<file path="src/rtl/kb_ascii_stream_pkg.sv">
// Shared types, scan constants and the Set-2 keymap for the PS/2 ASCII stream.
package kb_pkg;

    typedef enum logic [1:0] {
        ST_IDLE,
        ST_BRK,
        ST_EXT,
        ST_EXT_BRK
    } kb_state_t;

    localparam logic [7:0] SC_BRK    = 8'hF0;
    localparam logic [7:0] SC_EXT    = 8'hE0;
    localparam logic [7:0] SC_LSHIFT = 8'h12;
    localparam logic [7:0] SC_RSHIFT = 8'h59;
    localparam logic [7:0] SC_CAPS   = 8'h58;

    // Make codes that are consumed without producing a character
    // (modifiers handled by the FSM, ctrl/alt, num lock, protocol replies).
    function automatic logic is_silent(input logic [7:0] code);
        case (code)
            SC_LSHIFT, SC_RSHIFT, SC_CAPS,
            8'h11, 8'h14, 8'h77, 8'hE1, 8'hAA, 8'hFA, 8'hFE: return 1'b1;
            default: return 1'b0;
        endcase
    endfunction

    // Returns {hit, ascii}. Letters follow shift ^ caps; everything else
    // follows shift only.
    function automatic logic [8:0] keymap(input logic [7:0] code,
                                          input logic shift,
                                          input logic caps);
        logic [7:0] lower;
        logic [7:0] base;
        logic [7:0] shifted;
        logic       hit;
        lower   = '0;
        base    = '0;
        shifted = '0;
        hit     = 1'b1;
        case (code)
            8'h1C: lower = "a";  8'h32: lower = "b";  8'h21: lower = "c";
            8'h23: lower = "d";  8'h24: lower = "e";  8'h2B: lower = "f";
            8'h34: lower = "g";  8'h33: lower = "h";  8'h43: lower = "i";
            8'h3B: lower = "j";  8'h42: lower = "k";  8'h4B: lower = "l";
            8'h3A: lower = "m";  8'h31: lower = "n";  8'h44: lower = "o";
            8'h4D: lower = "p";  8'h15: lower = "q";  8'h2D: lower = "r";
            8'h1B: lower = "s";  8'h2C: lower = "t";  8'h3C: lower = "u";
            8'h2A: lower = "v";  8'h1D: lower = "w";  8'h22: lower = "x";
            8'h35: lower = "y";  8'h1A: lower = "z";
            default: lower = '0;
        endcase
        if (lower != '0) begin
            return {1'b1, (shift ^ caps) ? (lower - 8'h20) : lower};
        end
        case (code)
            8'h45: begin base = "0";   shifted = ")";  end
            8'h16: begin base = "1";   shifted = "!";  end
            8'h1E: begin base = "2";   shifted = "@";  end
            8'h26: begin base = "3";   shifted = "#";  end
            8'h25: begin base = "4";   shifted = "$";  end
            8'h2E: begin base = "5";   shifted = "%";  end
            8'h36: begin base = "6";   shifted = "^";  end
            8'h3D: begin base = "7";   shifted = "&";  end
            8'h3E: begin base = "8";   shifted = "*";  end
            8'h46: begin base = "9";   shifted = "(";  end
            8'h0E: begin base = 8'h60; shifted = "~";  end
            8'h4E: begin base = "-";   shifted = "_";  end
            8'h55: begin base = "=";   shifted = "+";  end
            8'h54: begin base = "[";   shifted = "{";  end
            8'h5B: begin base = "]";   shifted = "}";  end
            8'h5D: begin base = "\\";  shifted = "|";  end
            8'h4C: begin base = ";";   shifted = ":";  end
            8'h52: begin base = "'";   shifted = "\""; end
            8'h41: begin base = ",";   shifted = "<";  end
            8'h49: begin base = ".";   shifted = ">";  end
            8'h4A: begin base = "/";   shifted = "?";  end
            8'h29: begin base = " ";   shifted = " ";  end
            8'h5A: begin base = 8'h0D; shifted = 8'h0D; end
            8'h66: begin base = 8'h08; shifted = 8'h08; end
            default: hit = 1'b0;
        endcase
        return {hit, shift ? shifted : base};
    endfunction

endpackage

</file>
<file path="src/rtl/kb_ascii_stream_if.sv">
// Scan-byte input and character-FIFO output bundle of kb_ascii_stream.
interface kb_ascii_stream_if;
    logic       scan_valid;
    logic [7:0] scan_code;
    logic       rd_en;
    logic [7:0] ascii_out;
    logic       empty;
    logic       full;
    logic       overflow;
    logic       shift_o;
    logic       caps_o;

    modport slave (
        input  scan_valid, scan_code, rd_en,
        output ascii_out, empty, full, overflow, shift_o, caps_o
    );

    modport master (
        output scan_valid, scan_code, rd_en,
        input  ascii_out, empty, full, overflow, shift_o, caps_o
    );
endinterface

</file>
<file path="src/rtl/kb_ascii_stream_fifo.sv">
// First-word-fall-through character FIFO with a sticky drop flag.
module kb_char_fifo #(
    parameter int unsigned AW = 4
) (
    input  logic       clk,
    input  logic       rst,
    input  logic       push,
    input  logic [7:0] din,
    input  logic       pop,
    output logic [7:0] dout,
    output logic       empty,
    output logic       full,
    output logic       drop
);
    localparam logic [AW:0]   DEPTH   = (AW+1)'(2**AW);
    localparam logic [AW:0]   CNT_ONE = (AW+1)'(1);
    localparam logic [AW-1:0] PTR_ONE = AW'(1);

    logic [7:0]    mem [2**AW];
    logic [AW-1:0] wr_ptr;
    logic [AW-1:0] rd_ptr;
    logic [AW:0]   count;
    logic          do_push;
    logic          do_pop;

    assign empty   = (count == '0);
    assign full    = (count == DEPTH);
    assign do_pop  = pop & ~empty;
    // A pop frees the slot this edge, so a push into a full FIFO still lands.
    assign do_push = push & (~full | do_pop);
    assign dout    = empty ? '0 : mem[rd_ptr];

    // Storage write; contents need no reset since dout is gated by empty.
    always_ff @(posedge clk) begin
        if (do_push) begin
            mem[wr_ptr] <= din;
        end
    end

    // Pointer, occupancy and sticky drop bookkeeping.
    always_ff @(posedge clk) begin
        if (rst) begin
            wr_ptr <= '0;
            rd_ptr <= '0;
            count  <= '0;
            drop   <= 1'b0;
        end else begin
            if (do_push) wr_ptr <= wr_ptr + PTR_ONE;
            if (do_pop)  rd_ptr <= rd_ptr + PTR_ONE;
            case ({do_push, do_pop})
                2'b10:   count <= count + CNT_ONE;
                2'b01:   count <= count - CNT_ONE;
                default: count <= count;
            endcase
            if (push && !do_push) drop <= 1'b1;
        end
    end
endmodule

</file>
<file path="src/rtl/kb_ascii_stream.sv">
// PS/2 Set-2 scan byte decoder pushing shift/caps-aware ASCII into a FIFO.
module kb_ascii_stream #(
    parameter int unsigned FIFO_AW      = 4,
    parameter bit          DROP_UNKNOWN = 1'b0,
    parameter logic [7:0]  UNKNOWN_CHAR = 8'h2A
) (
    input logic              clk,
    input logic              rst,
    kb_ascii_stream_if.slave bus
);
    import kb_pkg::*;

    kb_state_t  state;
    logic       shift_l;
    logic       shift_r;
    logic       caps;
    logic       caps_held;
    logic       shift_any;
    logic       push;
    logic [7:0] push_char;
    logic [8:0] km;

    assign shift_any   = shift_l | shift_r;
    assign bus.shift_o = shift_any;
    assign bus.caps_o  = caps;

    // Character produced by the byte being sampled this edge.
    always_comb begin
        push      = 1'b0;
        push_char = '0;
        km        = keymap(bus.scan_code, shift_any, caps);
        if (bus.scan_valid) begin
            case (state)
                ST_IDLE: begin
                    if (bus.scan_code != SC_BRK && bus.scan_code != SC_EXT &&
                        !is_silent(bus.scan_code)) begin
                        if (km[8]) begin
                            push      = 1'b1;
                            push_char = km[7:0];
                        end else if (!DROP_UNKNOWN) begin
                            push      = 1'b1;
                            push_char = UNKNOWN_CHAR;
                        end
                    end
                end
                ST_EXT: begin
                    if (bus.scan_code == 8'h5A) begin
                        push      = 1'b1;
                        push_char = 8'h0D;
                    end else if (bus.scan_code == 8'h4A) begin
                        push      = 1'b1;
                        push_char = 8'h2F;
                    end
                end
                default: ;
            endcase
        end
    end

    // Prefix decoder and modifier state, advancing only on scan_valid.
    always_ff @(posedge clk) begin
        if (rst) begin
            state     <= ST_IDLE;
            shift_l   <= 1'b0;
            shift_r   <= 1'b0;
            caps      <= 1'b0;
            caps_held <= 1'b0;
        end else if (bus.scan_valid) begin
            case (state)
                ST_IDLE: begin
                    if (bus.scan_code == SC_BRK) begin
                        state <= ST_BRK;
                    end else if (bus.scan_code == SC_EXT) begin
                        state <= ST_EXT;
                    end else begin
                        if (bus.scan_code == SC_LSHIFT) shift_l <= 1'b1;
                        if (bus.scan_code == SC_RSHIFT) shift_r <= 1'b1;
                        // caps_held suppresses re-toggling on typematic repeats.
                        if (bus.scan_code == SC_CAPS) begin
                            if (!caps_held) caps <= ~caps;
                            caps_held <= 1'b1;
                        end
                    end
                end
                ST_BRK: begin
                    if (bus.scan_code != SC_BRK) begin
                        if (bus.scan_code == SC_LSHIFT) shift_l   <= 1'b0;
                        if (bus.scan_code == SC_RSHIFT) shift_r   <= 1'b0;
                        if (bus.scan_code == SC_CAPS)   caps_held <= 1'b0;
                        state <= ST_IDLE;
                    end
                end
                ST_EXT: begin
                    if (bus.scan_code == SC_BRK)      state <= ST_EXT_BRK;
                    else if (bus.scan_code != SC_EXT) state <= ST_IDLE;
                end
                default: state <= ST_IDLE;
            endcase
        end
    end

    kb_char_fifo #(.AW(FIFO_AW)) u_fifo (
        .clk   (clk),
        .rst   (rst),
        .push  (push),
        .din   (push_char),
        .pop   (bus.rd_en),
        .dout  (bus.ascii_out),
        .empty (bus.empty),
        .full  (bus.full),
        .drop  (bus.overflow)
    );
endmodule
</file>
<file path="src/flat_wrapper.sv">
// flat-port wrapper written by rule: the top's interface ports become plain ports
module kb_ascii_stream_flat import kb_pkg::*;
#(
    parameter int unsigned FIFO_AW      = 4,
    parameter bit          DROP_UNKNOWN = 1'b0,
    parameter logic [7:0]  UNKNOWN_CHAR = 8'h2A
)
  (clk, rst, bus_scan_valid, bus_scan_code, bus_rd_en, bus_ascii_out, bus_empty, bus_full, bus_overflow, bus_shift_o, bus_caps_o);
  kb_ascii_stream_if bus_i ();
  input logic clk;
  input logic rst;
  input wire logic [$bits(bus_i.scan_valid)-1:0] bus_scan_valid;
  input wire logic [$bits(bus_i.scan_code)-1:0] bus_scan_code;
  input wire logic [$bits(bus_i.rd_en)-1:0] bus_rd_en;
  output wire logic [$bits(bus_i.ascii_out)-1:0] bus_ascii_out;
  output wire logic [$bits(bus_i.empty)-1:0] bus_empty;
  output wire logic [$bits(bus_i.full)-1:0] bus_full;
  output wire logic [$bits(bus_i.overflow)-1:0] bus_overflow;
  output wire logic [$bits(bus_i.shift_o)-1:0] bus_shift_o;
  output wire logic [$bits(bus_i.caps_o)-1:0] bus_caps_o;
  assign bus_i.scan_valid = bus_scan_valid;
  assign bus_i.scan_code = bus_scan_code;
  assign bus_i.rd_en = bus_rd_en;
  assign bus_ascii_out = bus_i.ascii_out;
  assign bus_empty = bus_i.empty;
  assign bus_full = bus_i.full;
  assign bus_overflow = bus_i.overflow;
  assign bus_shift_o = bus_i.shift_o;
  assign bus_caps_o = bus_i.caps_o;
  kb_ascii_stream #(.FIFO_AW(FIFO_AW), .DROP_UNKNOWN(DROP_UNKNOWN), .UNKNOWN_CHAR(UNKNOWN_CHAR)) u_core (.clk(clk), .rst(rst), .bus(bus_i));
endmodule
</file>
<file path="config.mk">
export PLATFORM = sky130hd
export DESIGN_NAME = kb_ascii_stream_flat
export DESIGN_NICKNAME = d
export VERILOG_FILES = /design/src/rtl/kb_ascii_stream_pkg.sv /design/src/rtl/kb_ascii_stream_if.sv /design/src/rtl/kb_ascii_stream_fifo.sv /design/src/rtl/kb_ascii_stream.sv /design/src/flat_wrapper.sv
export SDC_FILE = /design/constraint.sdc
export NUM_CORES = 1
export LEC_CHECK = 0
export BUFFER_PORTS_ARGS = -buffer_cell sky130_fd_sc_hd__buf_4
export CORE_ASPECT_RATIO = 1.25
export CORE_MARGIN = 2
export CORE_UTILIZATION = 35
export CTS_CLUSTER_SIZE = 8
export DETAILED_ROUTE_END_ITERATION = 7
export HOLD_SLACK_MARGIN = 0.03
export PLACE_DENSITY = 0.52
export SLEW_MARGIN = 20
export SYNTH_ARGS = -nofsm -noshare
export SYNTH_HDL_FRONTEND = slang
export SYNTH_SLANG_ARGS = --single-unit
export TNS_END_PERCENT = 100
</file>
<file path="constraint.sdc">
create_clock -name clk -period 7.9 [get_ports clk]
set_input_delay 0.395 -clock clk [delete_from_list [all_inputs] [get_ports clk]]
set_output_delay 0.395 -clock clk [all_outputs]
set_load 0.005 [all_outputs]
</file>
==> Yosys cells after proc, flatten, opt, wreduce, memory -nomap -nowiden <==
Memory sizes are Yosys's and may differ from the RTL's. A register that Yosys moved wholly into a read port is not among the register bits.
Cells that the tools add are included.
{ "totals": {"reg_bits": 20, "latch_bits": 0, "mem_bits_rw": 128, "mem_bits_ro": 896, "in_bits": 12, "output_inout_bits": 13, "wordCells": 151, "n_memories": 2} }
{ "mem_list": {"columns": ["memory", "words", "word_bits", "read_ports", "rd_clocked_by_memory_dff", "wr", "line", "rtl"], "rows": [
  ["(name not given)", 128, 7, 1, 0, 0, "kb_ascii_stream_pkg.sv:40", "case (code)"],
  ["u_core.u_fifo.mem", 16, 8, 1, 1, 1, "kb_ascii_stream_fifo.sv:19", "logic [7:0] mem [2**AW];"]
]} }
{ "op_classes": {"add_sub_neg": 5, "n_mul": 0, "div_mod_pow": 0, "order_cmp": 0, "eq_ne": 54, "n_shift": 0, "mux": 53, "bitwise_logic": 11, "reduce_logical": 17} }
{ "op_table": {"columns": ["cell", "count"], "rows": [
  ["$pmux 7 s24", 2],
  ["$eq 8x7->1 const B", 17],
  ["$eq 8x6->1 const B", 7],
  ["$mux 8", 7],
  ["$eq 8x8->1 const B", 6],
  ["$eq 8x5->1 const B", 5],
  ["$mux 1", 26],
  ["$reduce_or 24->1", 1],
  ["$reduce_and 7->1", 3],
  ["$mux 9", 2],
  ["$ne 8x8->1 const B", 2],
  ["$pmux 8 s2", 1],
  ["$ne 2x1->1 const B", 7],
  ["$mux 2", 5],
  ["$pmux 5 s2", 1],
  ["$reduce_or 10->1", 1],
  ["$add 4x1->4 const B", 2],
  ["$eq 8x4->1 const B", 1],
  ["$mux 4", 2],
  ["$pmux 1 s2", 4],
  ["$reduce_bool 8->1", 1],
  ["$sub 8x6->8 const B", 1],
  ["$mux 7", 1],
  ["$mux 6", 1],
  ["other kinds (19)", 34]
]} }

==> Longest topological paths before layout <==
{ "logic_depth": {"depth_word": 13, "depth_mapped": 16, "depth_no_buf": 13} }

==> By module <==
A second synthesis with hierarchy kept.
{ "unflattened": {"cells_unflattened": 624, "area_unflattened_um2": 7938.9} }
{ "modules_own_cells": {"columns": ["mod", "n_inst", "cells_each", "area_per_inst_um2", "seq_area_each_um2"], "rows": [
  ["kb_char_fifo", 1, 332, 5965.7, 4204.0],
  ["kb_ascii_stream", 1, 292, 1973.1, 120.1]
]} }

==> Least setup slack after synthesis <==
Ideal clock, no wire load.
{ "synth_timing": {"kind": "input -> register", "startpoint": "input bus_scan_code[0]", "endpoint": "register u_core.u_fifo.count[4]", "setup_ns": 0.121, "arrival_ns": 3.451, "required_time_ns": 7.779, "setup_slack_ns": 4.328, "cell_stages": 15, "n_path_buf": 2, "cell_sequence": "inv_1 ha_1 clkbuf_1 and3_1 a22o_1 a211o_1 or2_1 buf_2 and3_1 fa_1 a21o_1 a21oi_1 nor2_1 a22o_1 mux2_4"} }
{ "synth_via": {"elab_chain_cells": 13, "word_cells_on_any_way": 31, "classes_between": "eq/ne: 16; mux: 9; bitwise: 1; reduce/logical: 5"} }
{ "synth_rtl": {"columns": ["element", "line", "rtl"], "rows": [
  ["start, declared", "flat_wrapper.sv:13", "input wire logic [$bits(bus_i.scan_code)-1:0] bus_scan_code;"],
  ["$eq 8x5->1 (tied with other cells)", "kb_ascii_stream_pkg.sv:20", "case (code)"],
  ["$reduce_or 10->1", "kb_ascii_stream_pkg.sv:20", null],
  ["$mux 1", "kb_ascii_stream_pkg.sv:20", null],
  ["$mux 1", "kb_ascii_stream.sv:33", "case (state)"],
  ["$mux 1", "kb_ascii_stream.sv:32", "if (bus.scan_valid) begin"],
  ["$logic_not 1->1", "kb_ascii_stream.sv:36", "!is_silent(bus.scan_code)) begin"],
  ["$logic_and 1x1->1", "kb_ascii_stream.sv:35", "if (bus.scan_code != SC_BRK && bus.scan_code != SC_EXT &&"],
  ["$mux 1", "kb_ascii_stream.sv:35", null],
  ["$pmux 1 s2 (*)", "kb_ascii_stream.sv:33", null],
  ["$mux 1 (*)", "kb_ascii_stream.sv:32", null],
  ["$and 1x1->1 (*)", "kb_ascii_stream_fifo.sv:30", "assign do_push = push & (~full | do_pop);"],
  ["$eq 2x1->1 or $eq 2x2->1 (tied branches)", "kb_ascii_stream_fifo.sv:50", "case ({do_push, do_pop})"],
  ["$pmux 5 s2 or $reduce_bool 2->1 (tied branches)", null, null],
  ["end signal, assigned", "kb_ascii_stream_fifo.sv:51", "2'b10: count <= count + CNT_ONE;"],
  ["end signal, assigned", "kb_ascii_stream_fifo.sv:52", "2'b01: count <= count - CNT_ONE;"],
  ["end signal, assigned", "kb_ascii_stream_fifo.sv:53", "default: count <= count;"],
  ["end, declared", "kb_ascii_stream_fifo.sv:22", "logic [AW:0] count;"]
]} }
Mark *: on every way between the ends. The rest lies on a longest branch, timed or not. The select of a mux whose other input is x is not followed.
A chain may end at the register's enable or synchronous reset.

==> Final worst setup path <==
{ "layout_timing": {"startpoint": "input bus_scan_code[1]", "endpoint": "register u_core.u_fifo.count[4]"} }
Same word-level chain as after synthesis.

==> impl_metrics.tcl <==
set metrics [dict create \
    status "completed" \
    leakagePower_nw 2.90 \
    end_kind "flop" \
    grt_pass1_wl_um 29800 \
    synthArstFlopShare_pct 0 \
    clkTransAtPathRegs_ns 0.06 \
    viasPerCell 5.66 \
    rsz0062_at_grt "false" \
    cts_tree "built" \
    dp_hpwl_um 13000 \
    wl_um 19200 \
    syn_inst 580 \
    grt_max_degree 49 \
    syn_avg_cell_area_um2 13.4 \
    net-switching-power_mw 0.625 \
    ys_seq_area_share_pct 55.6 \
    cts_htree_levels 4 \
    drtIter0Drc 326 \
    place_ws_ns 3.60 \
    fin_ws_ns 3.99 \
    ant_nets 0 \
    worst-slew-pin-transition_ns 1.14 \
    grt_pass1_vias 5041 \
    min_period_ns 3.91 \
    syn-num-nets 610 \
    syn_area_um2 7770 \
    critical_path_required_ns 8.20 \
    crit_path_max_fanout 14 \
    place_inst 840 \
    worstPathArrival_ns 4.21 \
    post_drt_wl_per_cell_um 22.0 \
    cts_sinks 152 \
    final_hold_viol_count 0 \
    die_x_um 137 \
    layout_commonest_cell "edfxtp_1" \
    n_antenna_cell 0 \
    root_buffer "clkbuf_16" \
    nNetsFinal 610 \
    grt_overflow 0 \
    clkPwrFrac_pct 34.6 \
    critical_path.startpoint "bus_scan_code[1]" \
    finalCritPeriodShare_pct 49.5 \
    critPathKind "in2reg" \
    power-per-cell-area_nw_per_um2 264 \
    hp-class "in2reg" \
    critPathLaunchType "input port" \
    portBuffers 24 \
    p_seq_share_pct 40.4 \
    synth_cell_types 79 \
    final_layout_size_suffix_gt1_share_pct 20.7 \
    dr.pass1.iters 6 \
    placementRows 60 \
    slew_violations 0 \
    total_power_mw 2.31 \
    grt_usage_pct 17.4 \
    fmax_mhz 256 \
    layout.cells.non_filler 872 \
    hp-start "bus_scan_valid" \
    combPwrFrac_pct 24.9 \
    swShare_pct 27.1 \
    route.vias.total 4936 \
    drc 0 \
    yosys_register_bits 152 \
    io_pins 25 \
    post_cts_resized 0 \
    die_area_um2 23400 \
    p_int_mw 1.68 \
    crit_chain "buf_4 -> inv_1 -> ha_1 -> nand2b_1 -> o41ai_1 -> a211o_1 -> or2_1 -> and3_1 -> ha_1 -> a21o_1 -> a21oi_1 -> nor2_1 -> a22o_1 -> mux2_4" \
    max-cap-violations 0 \
    holdWs_ns 0.234 \
    finClkSkew_ns 0.0104 \
    synth-edff-count 128 \
    finalSetupViolCount 0 \
    ir_drop_v 0.000155 \
    max_stage_delay_ns 0.54 \
    synth_ff_type "edfxtp_1" \
    slowest_stage "ha_1" \
    post-cts-setup-buffers 0 \
    mostFrequentLayoutCells "edfxtp_1 (128), nor2_1 (46), mux4_2 (40), a21oi_1 (26), buf_4 (26)" \
    antenna_found_initial 0 \
    crit_top_cell "ha_1" \
    final.setup.tns_ns 0 \
    worstSkewPairLatency_ns 0.42 \
    maxSlewHeadroom_pct 23.6 \
    initial_utilization_pct 35.8 \
    ctsHoldBuffers 0 \
    gp_congestion 0.873 \
    core_um2 21700 \
    cts_buffer_depth 2 \
    cts_inserted_buffers 17 \
    dieHeight_um 171 \
    timing.rr.start "u_core.u_fifo.count[0]$_SDFFE_PP0P_" \
    yosys_warnings 0 \
    areaGrowthSynthToFinish_pct 12.4 \
]
-- flip-flops by register name, summed over array words and instances (netlist names), named ones only --
register and count:
u_core.u_fifo.mem 128, u_core.u_fifo.count 5, u_core.u_fifo.rd_ptr 4, u_core.u_fifo.wr_ptr 4, u_core.state 2, u_core.bus.caps_o 1
u_core.caps_held 1, u_core.shift_l 1, u_core.shift_r 1, u_core.u_fifo.drop 1
-- area by class of cell --
cell class                 count  area (µm²)
inverter                      13        48.8
clock buffer                  20         437
multi-input combinational    370        3230
tap                          279         349
fill                        2034       13000
clock inverter                12         153
sequential                   152        4330
timing repair buffer          26         195
-- cells in the mapped netlist (6+ instances only) --
cell | count | area share [%]
edfxtp_1 | 128 | 49
nor2_1 | 48 | 2.3
mux4_2 | 40 | 12
a21oi_1 | 26 | 1.7
nand2_1 | 25 | 1.2
dfxtp_1 | 24 | 6.2
nand3_1 | 19 | 1.2
clkbuf_1 | 17 | 0.82
ha_1 | 17 | 2.7
nand2b_1 | 14 | 1.1
nor2b_1 | 14 | 1.1
buf_2 | 12 | 0.77
inv_1 | 12 | 0.58
mux2i_1 | 12 | 1.5
o21ai_0 | 12 | 0.77
nor3_1 | 11 | 0.71
buf_1 | 9 | 0.43
a211oi_1 | 8 | 0.77
nand4_1 | 8 | 0.64
xnor2_1 | 7 | 0.79
o211ai_1 | 6 | 0.58
o22ai_1 | 6 | 0.48
xor2_1 | 6 | 0.68
-- worst paths after layout --
check	endpoint	slack [ns]	cells past startpoint
setup / recovery	u_core.u_fifo.count[4]$_SDFFE_PP0P_	3.99	14
hold / removal	u_core.state[1]$_SDFFE_PP0P_	0.23	2
setup reg to reg	u_core.u_fifo.count[4]$_SDFFE_PP0P_	4.11	10
hold reg to reg	u_core.u_fifo.drop$_SDFFE_PP0P_	0.47	2
-- power by group through the flow --
stage / Clock, mW / Combinational (mW) / Sequential, mW
finish: 0.800 / 0.575 / 0.934
global route: 0.849 / 0.638 / 0.938
CTS: 0.813 / 0.589 / 0.934
detailed placement: 0 / 0.587 / 0.951
global placement: 0 / 0.582 / 0.949
floorplan: 0 / 0.410 / 0.944
-- layer usage --
metal / track usage, % / part of all wire [%] / vias up
met2: 29.0 / 50 / 156
met1: 21.8 / 42 / 2474
met4: 8.38 / 3.9 / 0
li1: - / - / 2268
met3: 3.20 / 3.8 / 38
met5: 0 / 0 / -
-- logic make-up after synthesis --
| family | count (synthesis) | synth area share (%) |
|---|---|---|
| AND/OR/NAND/NOR | 177 | 12.9 |
| flip-flops | 152 | 55.6 |
| AO/OA/AOI/OAI | 102 | 9.13 |
| multiplexers | 60 | 14.4 |
| buffers and inverters | 58 | 3.48 |
| adder cells (fa/ha/maj) | 18 | 2.99 |
| XOR/XNOR | 13 | 1.46 |
-- worst max-delay path, delay by kind of cell --
family,cells,cell delay [ns]
adder cells (fa/ha/maj),2,0.85
AND/OR/NAND/NOR,4,1.09
AO/OA/AOI/OAI,5,1.29
buffers and inverters,2,0.30
multiplexers,1,0.29
-- metrics by stage --
stage,utilization [%],area (µm²)
5_1_grt,40.3,8740
3_3_place_gp,37.5,8130
6_report,40.3,8740
2_1_floorplan,-,7770
3_5_place_dp,37.5,8130
4_1_cts,40.2,8720
Note: power is estimated with default switching activity, not from simulation.
